### src/rtl/mash_ncl.sv
// MASH 1-1-1 recombination network: aligns three stage carries, applies the
// (1-z^-1) differentiators and adds the integer base with saturation.
// Latency 0 from c3 (1 sample with MASH_NCL_OUTREG_EN); state advances only on en.
module mash_ncl #(
  parameter int nw    = 8,
  parameter int order = 3
) (
  input  logic                 clk,
  input  logic                 rstn,
  input  logic                 en,
  input  logic signed [1:0]    c1,
  input  logic signed [1:0]    c2,
  input  logic signed [1:0]    c3,
  input  logic        [nw-1:0] n_int,
  output logic        [nw-1:0] div_out,
  output logic signed [3:0]    y_out,
  output logic                 out_vld,
  output logic                 sat
);

  // Fill count at which every delay tap used by this order holds a real sample.
  localparam logic [1:0] FILL_LAST = 2'(order - 1);

  logic signed [1:0] c1d1_q, c1d2_q;
  logic signed [1:0] c2d1_q, c2d2_q;
  logic signed [1:0] c3d1_q, c3d2_q;
  logic        [1:0] cnt_q, cnt_d;

  logic signed [3:0]    y_c;
  logic signed [nw+1:0] s_c;
  logic        [nw-1:0] div_c;
  logic                 sat_c;
  logic                 vld_c;

  function automatic logic signed [3:0] sx(input logic signed [1:0] v);
    return {{2{v[1]}}, v};
  endfunction

  // Alignment delays for c1/c2 plus history taps for the differentiators.
  always_ff @(posedge clk or negedge rstn) begin
    if (!rstn) begin
      c1d1_q <= '0;
      c1d2_q <= '0;
      c2d1_q <= '0;
      c2d2_q <= '0;
      c3d1_q <= '0;
      c3d2_q <= '0;
    end else if (en) begin
      c1d1_q <= c1;
      c1d2_q <= c1d1_q;
      c2d1_q <= c2;
      c2d2_q <= c2d1_q;
      c3d1_q <= c3;
      c3d2_q <= c3d1_q;
    end
  end

  // Fill counter: counts enabled samples until the delay lines are primed.
  always_comb begin
    cnt_d = cnt_q;
    if (en && (cnt_q < FILL_LAST)) cnt_d = cnt_q + 2'd1;
  end

  // Fill counter register.
  always_ff @(posedge clk or negedge rstn) begin
    if (!rstn) cnt_q <= '0;
    else       cnt_q <= cnt_d;
  end

  assign vld_c = (cnt_q == FILL_LAST);

  // Recombination; range [-3,+4] always fits 4-bit signed.
  always_comb begin
    y_c = '0;
    if (order == 1) begin
      y_c = sx(c1);
    end else if (order == 2) begin
      y_c = sx(c1d1_q) + (sx(c2) - sx(c2d1_q));
    end else begin
      y_c = sx(c1d2_q) + (sx(c2d1_q) - sx(c2d2_q))
          + (sx(c3) - (sx(c3d1_q) <<< 1) + sx(c3d2_q));
    end
  end

  // Base plus fractional term, clipped to the unsigned nw-bit divider range.
  always_comb begin
    s_c   = signed'({2'b00, n_int}) + signed'({{(nw-2){y_c[3]}}, y_c});
    div_c = s_c[nw-1:0];
    sat_c = 1'b0;
    if (s_c[nw+1]) begin
      div_c = '0;
      sat_c = 1'b1;
    end else if (s_c[nw]) begin
      div_c = '1;
      sat_c = 1'b1;
    end
  end

`ifdef MASH_NCL_OUTREG_EN
  logic        [nw-1:0] div_q;
  logic signed [3:0]    y_q;
  logic                 sat_q;
  logic                 vld_q;

  // Output stage: captures each enabled sample, one sample behind.
  always_ff @(posedge clk or negedge rstn) begin
    if (!rstn) begin
      div_q <= '0;
      y_q   <= '0;
      sat_q <= 1'b0;
      vld_q <= 1'b0;
    end else if (en) begin
      div_q <= div_c;
      y_q   <= y_c;
      sat_q <= sat_c;
      vld_q <= vld_c;
    end
  end

  assign div_out = div_q;
  assign y_out   = y_q;
  assign sat     = sat_q;
  assign out_vld = vld_q;
`else
  assign div_out = div_c;
  assign y_out   = y_c;
  assign sat     = sat_c;
  assign out_vld = vld_c;
`endif

endmodule
### config.mk
export PLATFORM = sky130hd
export DESIGN_NAME = mash_ncl
export DESIGN_NICKNAME = d
export VERILOG_FILES = /design/src/rtl/mash_ncl.sv
export SDC_FILE = /design/constraint.sdc
export NUM_CORES = 1
export LEC_CHECK = 0
export CAP_MARGIN = 10
export CORE_AREA = 2 2 76 56
export DETAILED_ROUTE_END_ITERATION = 16
export DIE_AREA = 0 0 78 58
export GPL_TIMING_DRIVEN = 0
export MAX_ROUTING_LAYER = met4
export PLACE_DENSITY = 0.64
export SLEW_MARGIN = 15
export SYNTH_ARGS = -nofsm -noshare
export SYNTH_HDL_FRONTEND = slang
export SYNTH_SLANG_ARGS = --single-unit
### constraint.sdc
create_clock -name clk -period 10.67 [get_ports clk]
set_clock_uncertainty 0.1 [all_clocks]
set_input_delay 2.6675 -clock clk [delete_from_list [all_inputs] [get_ports clk]]
set_output_delay 2.6675 -clock clk [all_outputs]
set_load 0.01 [all_outputs]
==> metrics <==
Pre-antenna DRT Iters=4; Syn Inst Count=~140; I/O pins=31; reg2reg start=cnt_q[1]$_DFFE_PN0P_; worst min-delay path class=reg -> reg; CP required=7.90 ns; Reg clk slew, reported paths=~0.050 ns; number of CTS-inserted buffers=3; crit path launch=c3[0]; most frequent cell after synthesis=inv_1; Cell Area, Synth=1460 µm²; sequential fraction of the synthesis area=about a quarter; Reg2Reg Depth=3; number of global-route vias before repair=~1200; final hold viol count=0; full die area=4520 µm²; CP startpoint kind=primary input; number of placement rows=19; placed cell count=approximately 220; final slew viol count=0; H-tree depth=1; Slew headroom=between 60% and 70%; ys async rst share=100%; Syn Nets=between 150 and 200; CP Data Arrival Time=roughly 7.7 ns; clock root cell=clkbuf_8; initial antenna violation count=0; CP cell instances=clkdlybuf4s50_1, inv_1, ha_1, fa_1, fa_1, inv_1, ha_1, inv_1, fa_1, xor2_1, xor3_2, inv_6, ha_1, o21ai_1, o21ai_2, a31oi_4, xnor2_2, a21oi_1, clkdlybuf4s50_1; share of cells above drive strength 1=between 20% and 30%; fin cells=approximately 230; n_diodes=0; Post-synth top cells=inv_1 (19), dfrtp_1 (14), ha_1 (14), mux2_2 (12), fa_1 (10); Worst Setup EP=div_out[3]; first-pass GRT wire length=a little over 5000 µm; DRC viols=0; Synth area leaders=dfrtp_1 (24%), fa_1 (14%), ha_1 (12%); final RePlAce weighted congestion=between 0.7 and 0.8; maxcap violations=0; FF-to-FF End=cnt_q[1]$_DFFE_PN0P_; Initial Util=between 30% and 40%; GRT overflow=0; share of the synthesized area in the top cell type=approximately a quarter; CTS tree=built; Least-Margin Pin Slew=between 0.5 and 0.6 ns; CP endpoint kind=output pin; Crit Path Class=in -> out; YS warnings=0; clock buffer depth=2; die height=between 50 and 60 µm; setup violators final=0; vias per cell=4.94; #FFs+latches synth=14; I/O Buffers=30; Detailed Place HPWL=around 2500 µm; fin crit period=approximately 10 ns; CTS Sinks=14; critical path's slowest cell=clkdlybuf4s50_1; Die Wd=78 µm; Post-synth EDFFs=0; P&R area growth vs syn=36.3%; Avg Inst Size Synth=roughly 11 µm²; vias after detailed routing=around 1100; ys flop type=dfrtp_1; ANT nets after route=0; DRT iter0 DRCs=59; Worst Path Max Fanout=6; post-detailed-route wirelength per cell=between 10 and 15 µm; slowest stage delay, CP=between 0.5 and 0.6 ns; fin crit share=97.7%; Yosys cell types=43; Fmax achieved=95.9 MHz; final core occ=~52%; GRT Total Usage=between 10 and 15%; largest net degree at the start of global routing=15; flop2flop setup slack=9.59 ns; post-synth top area cell=dfrtp_1; fin nets=between 200 and 250; status=finished, final reports clean; Worst-Skew Late Latency=approximately 0.24 ns; final wirelength=3170 µm; Placeable Area=3800 µm²
==> final cells by class <==
class,instances,area (µm²)
plain buffers,2,11.3
clock buffers,4,55.1
fillers,337,1820
inverters,20,80.1
multi-input cells,99,1060
flip-flops and latches,14,350
well taps,52,65.1
repair buffers,36,360
==> per-layer routing <==
| layer | part of all wire (%) | up-vias | wire length [µm] | global-route usage [%] |
|---|---|---|---|---|
| met5 | 0 | - | 0 | - |
| met4 | 0.51 | 0 | 16 | 1.50 |
| met3 | 2.4 | 4 | 76 | 2.65 |
| met2 | 47 | 25 | 1490 | 22.9 |
| met1 | 50 | 538 | 1590 | 20.5 |
| li1 | - | 555 | - | - |
==> flip-flops by register name, summed over array words and instances (netlist names) <==
| register | flops |
|---|---|
| c1d1_q | 2 |
| cnt_q | 2 |
| c1d2_q | 2 |
| c3d2_q | 2 |
| c3d1_q | 2 |
| c2d2_q | 2 |
| c2d1_q | 2 |
==> stage by stage <==
stage	TNS [ns]	cell area, µm²	hold slack [ns]	setup slack [ns]
after global placement	-2.08	1820	0.365	-0.266
after detailed placement	-2.98	1820	0.394	-0.372
final	0	1990	0.404	0.247
after CTS	0	1920	0.407	0.0284
after floorplan	0	1460	0.354	1.00
after global routing	-0.0153	1990	0.424	-0.0153
==> worst max-delay path, delay by kind of cell <==
kind,cells,cell delay [ns]
AOI/OAI and AO/OA,4,0.87
buffers and inverters,6,1.26
xor gates and xnor gates,3,0.82
adders and majority gates,6,2.04
==> cells in the final DEF (no fill, tap or decap), drive strengths merged <==
| cell | n |
|---|---|
| a211oi | 1 |
| o21ai | 5 |
| ha | 14 |
| dlymetal6s2s | 6 |
| o311a | 1 |
| dfrtp | 14 |
| xnor2 | 5 |
| nand4b | 1 |
| or3b | 1 |
| nor2b | 2 |
| nor2 | 6 |
| buf | 7 |
| a21oi | 9 |
| inv | 20 |
| clkdlybuf4s50 | 24 |
| clkbuf | 5 |
| or3 | 2 |
| nand4 | 1 |
| nor4 | 1 |
| xor3 | 1 |
| a2111oi | 3 |
| nand2b | 1 |
| a311oi | 2 |
| and3 | 2 |
| a31oi | 1 |
| fa | 10 |
| a21o | 3 |
| o21bai | 1 |
| nor3b | 1 |
| o2111a | 1 |
| o22ai | 2 |
| nand2 | 2 |
| mux2 | 12 |
| xor2 | 4 |
| nor3 | 2 |
| nand3 | 1 |
| xnor3 | 1 |
==> timing repair <==
item,CTS,global route
resized for setup,4,16
endpoints found under the setup margin,9,9
buffers inserted,3,3
cloned,0,0
endpoints found under the hold margin,0,0
hold buffers,0,0
pin swaps,2,10
==> worst min path at each step <==
stage / endpoint / cells after the start / slack [ns] / startpoint
floorplan: cnt_q[1]$_DFFE_PN0P_ / 1 / 0.35 / cnt_q[1]$_DFFE_PN0P_
CTS: c1d2_q[0]$_DFFE_PN0P_ / 1 / 0.41 / c1d1_q[0]$_DFFE_PN0P_
detailed placement: c1d2_q[0]$_DFFE_PN0P_ / 1 / 0.39 / c1d1_q[0]$_DFFE_PN0P_
global route: c1d2_q[0]$_DFFE_PN0P_ / 1 / 0.42 / c1d1_q[0]$_DFFE_PN0P_
finish: c1d1_q[0]$_DFFE_PN0P_ / 1 / 0.40 / c1d1_q[0]$_DFFE_PN0P_
global placement: cnt_q[1]$_DFFE_PN0P_ / 1 / 0.37 / cnt_q[1]$_DFFE_PN0P_
==> cell families (layout without fill, tap and decap cells) <==
family | count (synthesis) | after routing | share of synthesized area (%)
compound gates | 29 | 29 | 15.9
fa+ha+maj | 24 | 24 | 25.8
simple gates | 23 | 23 | 9.27
xor+xnor | 11 | 11 | 9.70
flops | 14 | 14 | 24.0
buf+inv | 22 | 62 | 6.09
mux | 12 | 12 | 9.27
Power is left out: the tool's default activity adds up to more than one toggle a clock period on the data nets, which glitch-free logic cannot reach.
